[src/rtl/regfile_pkg.sv]
// Shared definitions for the 2-read/1-write register file: clear-engine
// state encoding, default geometry and the address-width helper.
// Optional feature macro used by the top level: REGFILE_BYPASS_EN.
package regfile_pkg;

   typedef enum logic {
      IDLE  = 1'b0,
      CLEAR = 1'b1
   } state_t;

   localparam int DEF_WIDTH   = 4;
   localparam int DEF_DEPTH   = 8;
   localparam int DEF_EXT_IDX = 1;

   // Address width for a given number of entries; never narrower than one bit.
   function automatic int addr_width(input int depth);
      return (depth <= 2) ? 1 : $clog2(depth);
   endfunction

endpackage

[src/rtl/regfile_wsel.sv]
// Write-select decoder: turns a binary write address into a one-hot entry
// select. An address is a legal write target only when it is inside the
// array and is not the entry backed by the external input.
module regfile_wsel
   import regfile_pkg::*;
#(
   parameter int DEPTH   = DEF_DEPTH,
   parameter int EXT_IDX = DEF_EXT_IDX,
   parameter int AW      = addr_width(DEF_DEPTH)
) (
   input  logic             en,
   input  logic [AW-1:0]    addr,
   output logic [DEPTH-1:0] sel,
   output logic             in_range
);

   assign in_range = (int'(addr) < DEPTH) && (int'(addr) != EXT_IDX);

   // One-hot select, only asserted for an enabled write to a legal entry.
   always_comb begin
      sel = '0;
      for (int i = 0; i < DEPTH; i++) begin
         sel[i] = en && in_range && (int'(addr) == i);
      end
   end

endmodule

[src/rtl/regfile_2r1w.sv]
// Register file with two combinational read ports and one synchronous write
// port. One entry (EXT_IDX) reads the EXT_DATA input instead of storage, and
// entry 0 is exported live on R0DATA. A clear engine zeroes one entry per
// cycle for DEPTH cycles after CLR_REQ; writes arriving during a clear are
// dropped and flagged on WDROP.
// Optional feature: define REGFILE_BYPASS_EN to forward an accepted write's
// data to reads of the same address in the same cycle.
//
// Handshake note: there is no backpressure. WEN is a one-cycle request that is
// either performed at the next posedge or discarded, in which case WDROP
// pulses on the following cycle. CLR_REQ is only sampled while BUSY is low.
module regfile_2r1w
   import regfile_pkg::*;
#(
   parameter int   WIDTH   = DEF_WIDTH,
   parameter int   DEPTH   = DEF_DEPTH,
   parameter int   EXT_IDX = DEF_EXT_IDX,
   localparam int  AW      = addr_width(DEPTH)
) (
   input  logic             CLK,
   input  logic             RSTN,
   input  logic             WEN,
   input  logic [AW-1:0]    WADDR,
   input  logic [WIDTH-1:0] WDATA,
   input  logic [AW-1:0]    RADDR0,
   output logic [WIDTH-1:0] RDATA0,
   input  logic [AW-1:0]    RADDR1,
   output logic [WIDTH-1:0] RDATA1,
   input  logic [WIDTH-1:0] EXT_DATA,
   output logic [WIDTH-1:0] R0DATA,
   input  logic             CLR_REQ,
   output logic             BUSY,
   output logic             CLR_DONE,
   output logic             WDROP
);

   localparam logic [AW-1:0] LAST = AW'(DEPTH - 1);

   state_t             state;
   state_t             state_nxt;
   logic [AW-1:0]      cnt;
   logic [AW-1:0]      cnt_nxt;
   logic               done_nxt;

   logic [WIDTH-1:0]   mem [DEPTH];
   logic [DEPTH-1:0]   sel;
   logic               in_range;
   logic               wr_idle;
   logic               accept;
   logic               drop;

   // Writes are only eligible while the clear engine is idle.
   assign wr_idle = WEN && (state == IDLE);
   assign accept  = wr_idle && in_range;
   assign drop    = WEN && !accept;
   assign BUSY    = (state == CLEAR);

   regfile_wsel #(
      .DEPTH   (DEPTH),
      .EXT_IDX (EXT_IDX),
      .AW      (AW)
   ) u_wsel (
      .en       (wr_idle),
      .addr     (WADDR),
      .sel      (sel),
      .in_range (in_range)
   );

   // Clear-engine next state: start on request, walk every index, then finish.
   always_comb begin
      state_nxt = state;
      cnt_nxt   = cnt;
      done_nxt  = 1'b0;
      case (state)
         IDLE: begin
            if (CLR_REQ) begin
               state_nxt = CLEAR;
               cnt_nxt   = '0;
            end
         end
         CLEAR: begin
            if (cnt == LAST) begin
               state_nxt = IDLE;
               cnt_nxt   = '0;
               done_nxt  = 1'b1;
            end else begin
               cnt_nxt = cnt + AW'(1);
            end
         end
         default: begin
            state_nxt = IDLE;
            cnt_nxt   = '0;
         end
      endcase
   end

   // Clear-engine state, counter and the one-cycle status pulses.
   always_ff @(posedge CLK) begin
      if (!RSTN) begin
         state    <= IDLE;
         cnt      <= '0;
         CLR_DONE <= 1'b0;
         WDROP    <= 1'b0;
      end else begin
         state    <= state_nxt;
         cnt      <= cnt_nxt;
         CLR_DONE <= done_nxt;
         WDROP    <= drop;
      end
   end

   // Storage: the clear engine zeroes the indexed entry, otherwise accept writes.
   always_ff @(posedge CLK) begin
      if (!RSTN) begin
         for (int i = 0; i < DEPTH; i++) begin
            mem[i] <= '0;
         end
      end else begin
         for (int i = 0; i < DEPTH; i++) begin
            if ((state == CLEAR) && (int'(cnt) == i)) begin
               mem[i] <= '0;
            end else if (sel[i]) begin
               mem[i] <= WDATA;
            end
         end
      end
   end

   // Read port 0: storage, optional same-cycle forwarding, external entry on top.
   always_comb begin
      RDATA0 = '0;
      for (int i = 0; i < DEPTH; i++) begin
         if (int'(RADDR0) == i) begin
            RDATA0 = mem[i];
         end
      end
`ifdef REGFILE_BYPASS_EN
      if (accept && (RADDR0 == WADDR)) begin
         RDATA0 = WDATA;
      end
`endif
      if (int'(RADDR0) == EXT_IDX) begin
         RDATA0 = EXT_DATA;
      end
   end

   // Read port 1: same selection rules as port 0.
   always_comb begin
      RDATA1 = '0;
      for (int i = 0; i < DEPTH; i++) begin
         if (int'(RADDR1) == i) begin
            RDATA1 = mem[i];
         end
      end
`ifdef REGFILE_BYPASS_EN
      if (accept && (RADDR1 == WADDR)) begin
         RDATA1 = WDATA;
      end
`endif
      if (int'(RADDR1) == EXT_IDX) begin
         RDATA1 = EXT_DATA;
      end
   end

   // Live view of entry 0, following the same forwarding and external rules.
   always_comb begin
      R0DATA = mem[0];
`ifdef REGFILE_BYPASS_EN
      if (accept && (WADDR == '0)) begin
         R0DATA = WDATA;
      end
`endif
      if (EXT_IDX == 0) begin
         R0DATA = EXT_DATA;
      end
   end

endmodule

[config.mk]
export PLATFORM = sky130hd
export DESIGN_NAME = regfile_2r1w
export DESIGN_NICKNAME = d
export VERILOG_FILES = /design/src/rtl/regfile_pkg.sv /design/src/rtl/regfile_wsel.sv /design/src/rtl/regfile_2r1w.sv
export SDC_FILE = /design/constraint.sdc
export NUM_CORES = 1
export LEC_CHECK = 0
export BUFFER_PORTS_ARGS = -buffer_cell sky130_fd_sc_hd__buf_2
export CAP_MARGIN = 30
export CORE_MARGIN = 2
export CORE_UTILIZATION = 30
export CTS_CLUSTER_SIZE = 25
export DETAILED_ROUTE_END_ITERATION = 7
export PLACE_DENSITY_LB_ADDON = 0.05
export RECOVER_POWER = 100
export SLEW_MARGIN = 40
export SYNTH_ARGS = -nofsm -noshare
export SYNTH_HDL_FRONTEND = slang
export SYNTH_SLANG_ARGS = --single-unit
[constraint.sdc]
create_clock -name CLK -period 2.2 [get_ports CLK]
set_input_delay 0 -clock CLK [delete_from_list [all_inputs] [get_ports CLK]]
set_output_delay 0 -clock CLK [all_outputs]
set_load 0.005 [all_outputs]
Word-level counts from Yosys, hierarchy flattened
Memories as Yosys holds them, arrays and structs flattened.
Cells that the tools add are included.
Widths: inputs -> output; s select.
{ "totals": {"regBits": 6, "mem_bits_rw": 32, "in_bits": 21, "out_inout_bits": 15, "memories": 1} }
{ "op_classes": {"n_addsub": 1, "eq_ne": 31, "muxes": 96, "n_bitwise": 17, "reduce_logical": 25} }
{ "memory_table": {"columns": ["memory", "words", "width", "read_ports", "rd_clocked_by_memory_dff", "write_ports", "line_no", "rtl"], "rows": [
  ["mem", 8, 4, 7, 0, 8, "regfile_2r1w.sv:45", "logic [WIDTH-1:0] mem [DEPTH];"]
]} }
{ "ops": {"columns": ["cell", "n"], "rows": [
  ["$mux 4", 32],
  ["$mux 1", 60],
  ["$eq 3x3->1 const B", 17],
  ["$eq 3x2->1 const B", 8],
  ["$logic_and 1x1->1", 19],
  ["$or 1x1->1", 16],
  ["$eq 3x1->1 const B", 4],
  ["$logic_not 3->1", 4],
  ["$mux 3", 2],
  ["$pmux 3 s2", 1],
  ["$add 3x1->3 const B", 1],
  ["$ne 3x2->1 const B", 1],
  ["$ne 2x2->1 const B", 1],
  ["$pmux 1 s2", 1],
  ["$reduce_and 2->1", 1],
  ["$logic_not 1->1", 1],
  ["$not 1->1", 1]
]} }

Logic depth before layout (Yosys ltp)
Gate-level depths: netlist of run 1.
{ "depth": {"depth_word": 9, "mapped_depth": 6, "depth_no_buf": 5} }

By module
A second synthesis of run 1 with hierarchy kept.
{ "hier_totals": {"hier_cells": 224, "area_unflattened_um2": 2188.3} }
{ "modules_own_cells": {"columns": ["mod", "n_inst", "cells_per_inst", "area_per_inst_um2"], "rows": [
  ["regfile_2r1w", 1, 214, 2092.0],
  ["regfile_wsel", 1, 10, 96.3]
]} }

Worst setup path before layout of run 1
No wires, ideal clock.
{ "synth_path": {"path_type": "reg2reg", "start": "register state (netlist: BUSY)", "end": "memory mem[0][16] (netlist bit) (enable)", "setup_time_ps": 382, "arrival_time_ps": 1323, "required_time_ps": 1818, "path_slack_ps": 495, "stages_incl_launch_ff": 4, "path_buffers": 0, "synth_period_minus_slack_ps": 1705, "cell_sequence": "dfxtp_1 and2b_1 nand2_1 o311ai_0"} }
{ "synth_lines": {"columns": ["element", "line_no", "rtl"], "rows": [
  ["from (decl)", "regfile_2r1w.sv:39", "state_t state;"],
  ["from (signal assigned)", "regfile_2r1w.sv:105", "state <= state_nxt;"],
  ["to (decl)", "regfile_2r1w.sv:45", null]
]} }

==> impl_metrics.csv, run 1 <==
group,metric,value,unit
layout,finalNonFillerCells,321,
floorplan,die_w,88.6,microns
clocking,clk_path_buf_depth,2,
floorplan,dieHeight,88.6,microns
clocking,cts_tree,"built",
clocking,htreeDepth,2,
setup_path,crit_path_end_kind,"register",
timing,max_freq,556,MHz
layout,multi_input_area,1060,sq um
floorplan,pin_count,36,
status,run_status,"finished, final reports clean",
layout,diodes,0,
grt,track_usage,0.154,
hold_path,hp-class,"in -> reg",
power_and_ir_drop,combPwrFrac,0.148,
yosys,synth_top_area_cell,"edfxtp_1",
clocking,numCtsBuffers,5,
setup_path,crit_slowest_cell,"o311ai_0",
yosys,yosysSeqAreaShare,0.447,
clocking,clk_latency,290,ps
setup_path,startpoint_type,"register",
setup_path,rr_worst_depth,3,
grt,grt_pass1_vias,1579,
power_and_ir_drop,p_total,1.48,mW
route,antenna_left,0,
setup_path,cp.required,2180,ps
layout,stdcell_area,2460,sq um
setup_path,critical_path.startpoint,"BUSY",
yosys,yosysTopAreaCellShare,0.391,
setup_path,worst-path-max-fanout,18,
power_and_ir_drop,netSwitchingFraction,0.254,
yosys,ys_warn_count,0,
setup_path,rr_startpoint,"BUSY",
setup_path,worst-r2r-setup-slack,400,ps
setup_path,arrival,1770,ps
setup_path,slowest_delay,480,ps
placed_design,dp_hpwl,4.40,mm
yosys,synth.net_count,220,
timing,hold_slack,11.5,ps
layout,seqCellArea,961,sq um
grt,grt_start_max_net_pins,19,
timing,hold_violations,0,
placed_design,place_congestion,0.813,
yosys,ys_types,42,
yosys,synth_ff_type,"edfxtp_1",
floorplan,design.die.area,7850,sq um
route,finalWirelength,5.52,mm
timing,setup_viol,0,
setup_path,path_class,"reg -> reg",
layout,fill_cells,732,
timing,grt_setup_unrepaired,"false",
clocking,cts_num_sinks,34,
timing,tns,0,ps
floorplan,start_util,0.313,
clocking,path_clk_slew,80,ps
yosys,netlist_instances,193,
timing,period_share,0.817,
setup_path,cp_cell_sequence,"nand2b_1, o311ai_0, clkbuf_1",
yosys,ys_ff_latch,34,
yosys,synth.most_common_cell,"edfxtp_1",
power_and_ir_drop,pwr-share-clk,0.342,
route,drtIter0Drc,49,
layout,drive_gt1_frac,0.191,
yosys,synthArstFlopShare,0,
route,route.detailed.drc,0,
floorplan,std_cell_rows,30,
yosys,syn_area,2150,sq um
timing,finClkSkew,11.5,ps
placed_design,placedCellCount,312,
layout,nets,251,
floorplan,core-area,6870,sq um
route,dr.pass1.iters,4,
yosys,synth-edff-count,28,
setup_path,crit_end,"mem[0][8]",
yosys,netlist_top_cells_area,"edfxtp_1 39%, mux4_2 7.3%, dfxtp_1 5.6%",
grt,antenna_found_initial,0,
clocking,clock-root-buffer,"clkbuf_8",
run,drv_cap,0,
clocking,cts_setup_buffers,0,
timing,tightest_slew,480,ps
route,vias,1576,
setup_path,reg2reg_to,"mem[0][8]",
route,wl_per_cell,17.2,microns
power_and_ir_drop,p_int,1.11,mW
power_and_ir_drop,pwr-share-seq,0.510,
layout,area_delta_synth_final,14.3,%
grt,grt-ovfl-total,0,
timing,relSlewSlack,0.676,
power_and_ir_drop,power_density,605,nW/um^2
yosys,synth_commonest_cells,"28 x edfxtp_1, 18 x nand2_1, 14 x and2_1",
power_and_ir_drop,p_switching,0.377,mW
timing,finalMaxSlewViolations,0,
yosys,avgSynthCellArea,11.1,sq um
placed_design,placedInstanceArea,2380,sq um
timing,final.min_clock_period,1800,ps
grt,grt_first_pass_wirelength,8.77,mm
route,vias_per_cell,4.91,
placed_design,portBuffers,35,
power_and_ir_drop,vdd_ir_drop_max,0.386,mV
power_and_ir_drop,leakage,0.944,nW
==> layer usage <==
layer	routed length (microns)	up-vias	track usage
li1	-	786	-
met1	2590	748	0.201
met2	2550	36	0.252
met3	251	6	0.0345
met4	118	0	0.0510
met5	0	-	0
==> cell type report <==
class,count,area share
multi-input cells,135,0.430
flip-flops and latches,34,0.391
repair buffers,39,0.0749
well taps,96,0.0489
clock buffers,7,0.0392
inverters,9,0.0138
clock inverters,1,0.00153
==> cells by family after synthesis <==
logic type               Yosys count  share of synthesized area
AND/OR/NAND/NOR                   82                      0.211
flip-flops                        34                      0.447
AO/OA/AOI/OAI                     29                     0.0926
buffers and inverters             24                     0.0571
multiplexers                      18                      0.157
adder cells (fa/ha/maj)            6                     0.0349
==> layout by cell type (no fill, tap or decap), types with 5 or more instances in the layout <==
cell type,instances
a21oi_1,7
and2_0,13
and3_1,5
buf_2,24
clkbuf_1,13
clkbuf_8,7
dfxtp_1,6
edfxtp_1,28
ha_1,6
inv_1,9
mux4_2,7
nand2_1,18
nand2b_1,6
nand3_1,8
nor2_1,7
nor3_1,7
==> flip-flops by register name, summed over array words and instances, names as in the netlist <==
register and flops:
BUSY 1, CLR_DONE 1, WDROP 1, cnt 3
mem 28
==> what timing repair did <==
| item | 4_1_cts | 5_1_grt |
|---|---|---|
| gates resized for setup | 0 | 0 |
| endpoints found under the hold margin | 1 | 0 |
| hold buffers | 1 | 0 |
==> worst max-delay path: cells and delay by family (launching register included) <==
kind / cells / cell delay, ps
compound gates: 1 / 480
flops: 1 / 470
simple gates: 1 / 270
buf+inv: 1 / 260
==> power groups by stage <==
stage	logic (mW)	registers, mW	clock network [mW]
after global placement	0.226	0.771	0
after detailed placement	0.228	0.772	0
final	0.220	0.758	0.508
after floorplan	0.155	0.755	0
after CTS	0.230	0.758	0.514
after global routing	0.245	0.762	0.543
==> worst min-delay path by stage <==
stage / from / endpoint / cells after the start
floorplan: RSTN / cnt[0] / 1
global placement: WEN / WDROP / 2
detailed placement: WEN / WDROP / 2
CTS: CLR_REQ / BUSY / 3
global route: CLR_REQ / BUSY / 3
finish: CLR_REQ / BUSY / 3
==> metrics by stage <==
| step | worst slack (ps) | util |
|---|---|---|
| global route | 217 | 0.358 |
| detailed placement | 487 | 0.346 |
| global placement | 513 | 0.346 |
| CTS | 430 | 0.362 |
| finish | 403 | 0.358 |
| floorplan | 495 | - |
Note: power is estimated with default switching activity, not from simulation.
==> run 2, diff against run 1 <==
ABC_AREA = 1   (was not set)
clock period = 1.79 ns   (was 2.2 ns; I/O delays follow)
==> impl_metrics.csv, run 2 <==
group,metric,value,unit
placed_design,portBuffers,35,
clocking,cts_resized,0,
placed_design,place_ws,344,ps
timing,finalMaxSlewViolations,0,
yosys,ys_ff_latch,34,
timing,fin_ws,332,ps
setup_path,worst-r2r-setup-slack,330,ps
hold_path,holdCritStartpoint,"WEN",
yosys,ys_warn_count,0,
timing,relSlewSlack,0.662,
setup_path,slowest_delay,310,ps
run,drv_cap,0,
setup_path,worst-path-max-fanout,5,
timing,finClkSkew,3.93,ps
grt,track_usage,0.148,
setup_path,critical_path.startpoint,"BUSY",
setup_path,critPathTopFamily,"simple AND/OR/NAND/NOR gates",
setup_path,crit_slowest_cell,"dfxtp_1",
clocking,clock-root-buffer,"clkbuf_8",
clocking,clk_path_buf_depth,2,
layout,area_delta_synth_final,13.8,%
timing,hold_violations,0,
route,vias_per_cell,5.03,
power_and_ir_drop,pwr-share-clk,0.312,
route,antenna_left,0,
yosys,yosysTopAreaCellShare,0.413,
yosys,ys_types,18,
floorplan,design.die.area,7460,sq um
layout,seqCellArea,961,sq um
yosys,syn_area,2040,sq um
yosys,synth_top_area_cell,"edfxtp_1",
setup_path,startpoint_type,"register",
floorplan,start_util,0.305,
floorplan,core-area,6680,sq um
setup_path,path_class,"reg -> reg",
power_and_ir_drop,combPwrFrac,0.142,
floorplan,die_w,86.4,microns
yosys,netlist_top_cells_area,"edfxtp_1 41%, nor2_1 10%, nand4_1 10%",
setup_path,cp.required,1760,ps
route,dr.pass1.iters,5,
layout,fill_cells,731,
clocking,ctsHoldBuffers,1,
setup_path,cp_cell_sequence,"nor2_1, nand2_1, inv_1, nand2_1, nor2_1, nand2_1, nand3_1",
setup_path,arrival,1430,ps
power_and_ir_drop,vdd_ir_drop_max,0.336,mV
placed_design,dp_hpwl,4.43,mm
setup_path,reg2reg_to,"mem[0][8]",
layout,multi_input_area,898,sq um
layout,final_common_cell,"nor2_1",
timing,grt_setup_unrepaired,"false",
setup_path,crit_buf_inv,1,
clocking,clk_latency,280,ps
yosys,synth.net_count,280,
layout,largest_register_ffs,28,
clocking,cts_num_sinks,34,
timing,period_share,0.814,
setup_path,rr_worst_depth,7,
timing,max_freq,686,MHz
route,finalWirelength,5.48,mm
clocking,htreeDepth,2,
hold_path,hp-class,"in -> reg",
route,route.detailed.drc,0,
setup_path,crit_path_end_kind,"register",
yosys,avgSynthCellArea,8.05,sq um
power_and_ir_drop,p_switching,0.451,mW
layout,stdcell_area,2320,sq um
layout,largestRegisters,"mem x28, cnt x3",
power_and_ir_drop,leakage,0.955,nW
yosys,synth_ff_type,"edfxtp_1",
setup_path,rr_startpoint,"BUSY",
route,vias,1840,
clocking,cts_tree,"built",
floorplan,dieHeight,86.4,microns
power_and_ir_drop,power_density,730,nW/um^2
yosys,netlist_instances,253,
floorplan,std_cell_rows,30,
clocking,cts_setup_buffers,0,
layout,final_cell_mix,"56 x nor2_1, 42 x nand2_1, 33 x nand4_1, 30 x nand3_1",
status,run_status,"finished, final reports clean",
layout,nets,312,
power_and_ir_drop,p_int,1.24,mW
grt,grt-ovfl-total,0,
layout,top_register,"mem",
grt,antenna_found_initial,0,
power_and_ir_drop,netSwitchingFraction,0.267,
layout,diodes,0,
timing,tightest_slew,506,ps
yosys,yosysSeqAreaShare,0.472,
grt,grt_first_pass_wirelength,8.42,mm
hold_path,hold_depth,3,
placed_design,placedInstanceArea,2240,sq um
yosys,synth-edff-count,28,
yosys,synth_commonest_cells,"56 x nor2_1, 42 x nand2_1, 33 x nand4_1",
power_and_ir_drop,pwr-share-seq,0.546,
clocking,numCtsBuffers,5,
layout,drive_gt1_frac,0.178,
hold_path,hold_end,"WDROP",
grt,grt_pass1_vias,1723,
timing,setup_viol,0,
clocking,path_clk_slew,70,ps
placed_design,place_congestion,0.779,
grt,grt_start_max_net_pins,16,
timing,tns,0,ps
route,drtIter0Drc,61,
floorplan,pin_count,36,
setup_path,crit_top_cell,"nand2_1",
yosys,synth.most_common_cell,"nor2_1",
timing,final.min_clock_period,1460,ps
yosys,synthArstFlopShare,0,
route,wl_per_cell,15.0,microns
-- run 2: cell families after synthesis --
group                    share of synthesized area
AND/OR/NAND/NOR                              0.392
buffers and inverters                       0.0867
flip-flops                                   0.472
adder cells (fa/ha/maj)                     0.0369
AO/OA/AOI/OAI                               0.0123
-- run 2: stage by stage --
step,power (mW),util,hold WS (ps),cells
floorplan,1.08,-,118,253
global placement,1.19,0.335,303,357
detailed placement,1.18,0.335,285,357
CTS,1.71,0.348,9.38,366
global route,1.77,0.347,22.1,366
finish,1.69,0.347,15.0,366
-- run 2: layout make-up --
cell class	instances	area share
Sequential cell	34	0.415
Multi-Input combinational cell	182	0.388
Timing Repair Buffer	37	0.0788
Tap cell	80	0.0432
Inverter	25	0.0405
Clock buffer	6	0.0313
Clock inverter	2	0.00378
-- run 2: layer usage --
| layer | vias to the layer above | track usage | wire (microns) |
|---|---|---|---|
| li1 | 928 | - | - |
| met4 | 0 | 0.0554 | 112 |
| met2 | 45 | 0.255 | 2640 |
| met3 | 10 | 0.0248 | 184 |
| met5 | - | 0 | 0 |
| met1 | 857 | 0.186 | 2550 |
-- run 2: worst max path at each step --
stage                     depth (start not counted)         end
after global routing                              7  mem[0][12]
after detailed placement                          7  mem[0][12]
after floorplan                                   7   mem[0][0]
after global placement                            7  mem[0][12]
after CTS                                         7  mem[0][12]
final                                             7   mem[0][8]
-- run 2: tightest hold or removal path, cell delays in order --
cell	delay, ps
buf_2	90
inv_1	80
nor3_1	70
-- run 2: power by group through the flow --
stage	clock network, mW	logic [mW]	registers [mW]
floorplan	0	0.157	0.927
detailed placement	0	0.243	0.941
CTS	0.541	0.246	0.923
global route	0.580	0.265	0.928
finish	0.528	0.239	0.924
global placement	0	0.246	0.941
==> run 3, diff against run 2 <==
clock period = 1.3 ns   (was 1.79 ns; I/O delays follow)
==> impl_metrics.csv, run 3 (same netlist as run 2, synthesis figures left out) <==
group,metric,value,unit
timing,tightest_slew,471,ps
floorplan,design.die.area,7460,sq um
power_and_ir_drop,leakage,1.09,nW
placed_design,place_ws,-54.8,ps
timing,tns,-495,ps
hold_path,hp-class,"in -> reg",
clocking,htreeDepth,2,
route,vias_per_cell,4.91,
timing,grt_setup_unrepaired,"true",
setup_path,cp.required,1300,ps
setup_path,crit_path_end_kind,"output port",
floorplan,die_w,86.4,microns
timing,finClkSkew,4.65,ps
timing,period_share,1.04,
floorplan,std_cell_rows,30,
status,run_status,"finished, violations left",
route,finalWirelength,5.53,mm
power_and_ir_drop,power_density,923,nW/um^2
timing,fin_ws,-51.2,ps
clocking,numCtsBuffers,5,
grt,grt_first_pass_wirelength,8.71,mm
timing,finalMaxSlewViolations,0,
hold_path,hold_depth,3,
setup_path,crit_end,"RDATA1[0]",
setup_path,startpoint_type,"register",
layout,diodes,0,
setup_path,reg2reg_to,"mem[0][30]",
layout,final_cell_mix,"48 x nor2_1, 35 x nand2_1, 34 x buf_2, 33 x nand4_1, 28 x edfxtp_1",
timing,relSlewSlack,0.684,
clocking,cts_tree,"built",
timing,hold_violations,0,
setup_path,critical_path.startpoint,"mem[0][0]",
layout,final_util,0.388,
setup_path,rr_startpoint,"cnt[0]",
clocking,cts_num_sinks,34,
setup_path,worst-r2r-setup-slack,-40,ps
placed_design,portBuffers,35,
floorplan,start_util,0.305,
timing,setup_viol,17,
route,route.detailed.drc,0,
grt,grt_pass1_vias,1762,
setup_path,path_class,"reg -> out",
clocking,clk_latency,280,ps
floorplan,pin_count,36,
setup_path,worst-path-max-fanout,3,
power_and_ir_drop,vdd_ir_drop_max,0.390,mV
layout,nets,331,
layout,final_common_cell,"nor2_1",
clocking,path_clk_slew,70,ps
layout,top_register,"mem",
grt,grt-ovfl-total,0,
layout,largest_register_ffs,28,
status,violations,"setup timing",
clocking,clk_path_buf_depth,2,
layout,drive_gt1_frac,0.331,
clocking,clock-root-buffer,"clkbuf_8",
setup_path,arrival,1350,ps
floorplan,core-area,6680,sq um
placed_design,dp_hpwl,4.39,mm
route,drtIter0Drc,56,
timing,max_freq,740,MHz
grt,grt_start_max_net_pins,16,
route,wl_per_cell,14.4,microns
setup_path,rr_worst_depth,4,
timing,final.min_clock_period,1350,ps
grt,track_usage,0.153,
run,drv_cap,0,
route,antenna_left,0,
route,dr.pass1.iters,4,
grt,antenna_found_initial,0,
placed_design,place_congestion,0.784,
layout,area_delta_synth_final,27.4,%
power_and_ir_drop,p_total,2.39,mW
floorplan,dieHeight,86.4,microns
route,vias,1890,
layout,largestRegisters,"mem x28, cnt x3",
-- run 3: changes by cell type in the layout (fill, tap and decap cells not counted), sizes merged --
| cell | before | now |
|---|---|---|
| clkinv | 2 | 3 |
| buf | 28 | 48 |
| clkbuf | 14 | 12 |
-- run 3: worst min-delay path by stage --
stage / from / to / slack [ps]
after floorplan: EXT_DATA[3] / RDATA0[3] / 120
after global placement: WEN / WDROP / 290
after detailed placement: WEN / WDROP / 280
after CTS: CLR_REQ / BUSY / 10
after global routing: CLR_REQ / cnt[2] / 40
final: CLR_REQ / BUSY / 7
-- run 3: where the power goes --
| group | total, mW | leakage (nW) | switching, mW | internal (mW) |
|---|---|---|---|---|
| clock | 0.729 | 0.0407 | 0.371 | 0.357 |
| sequential | 1.27 | 0.339 | 0.0389 | 1.23 |
| combinational | 0.395 | 0.714 | 0.248 | 0.147 |
-- run 3: final cells by class --
cell class                 count  area [sq um]
clock buffer                   5          68.8
clock inverter                 3          11.3
fill                         716          4090
inverter                      25          93.8
multi-input combinational    182          1030
sequential                    34           962
tap                           80           100
timing repair buffer          56           329
-- run 3: worst max-delay path: stages, from the launching register on --
cell	delay, ps
edfxtp_1	460
nand3_2	100
nand4_1	130
nor2_1	140
nand4_1	90
buf_2	140
-- run 3: routing by layer --
layer | part of all wire | global-route usage | up-vias
met5 | 0 | 0 | -
li1 | - | - | 968
met1 | 0.45 | 0.193 | 875
met4 | 0.021 | 0.0497 | 0
met2 | 0.49 | 0.264 | 38
met3 | 0.040 | 0.0276 | 9
-- run 3: metrics by stage --
stage | cell area, sq um | cells | hold WS (ps)
after floorplan | 2040 | 253 | 118
after global placement | 2360 | 373 | 291
after detailed placement | 2360 | 373 | 285
after CTS | 2480 | 382 | 9.84
after global routing | 2590 | 385 | 36.2
final | 2590 | 385 | 6.94
-- run 3: timing repair --
| action | CTS | global route |
|---|---|---|
| pin swaps | 12 | 21 |
| endpoints found under the hold margin | 1 | 0 |
| setup endpoints to repair | 32 | 61 |
| resized for setup | 8 | 34 |
| hold buffers | 1 | 0 |
| setup buffers | 0 | 3 |
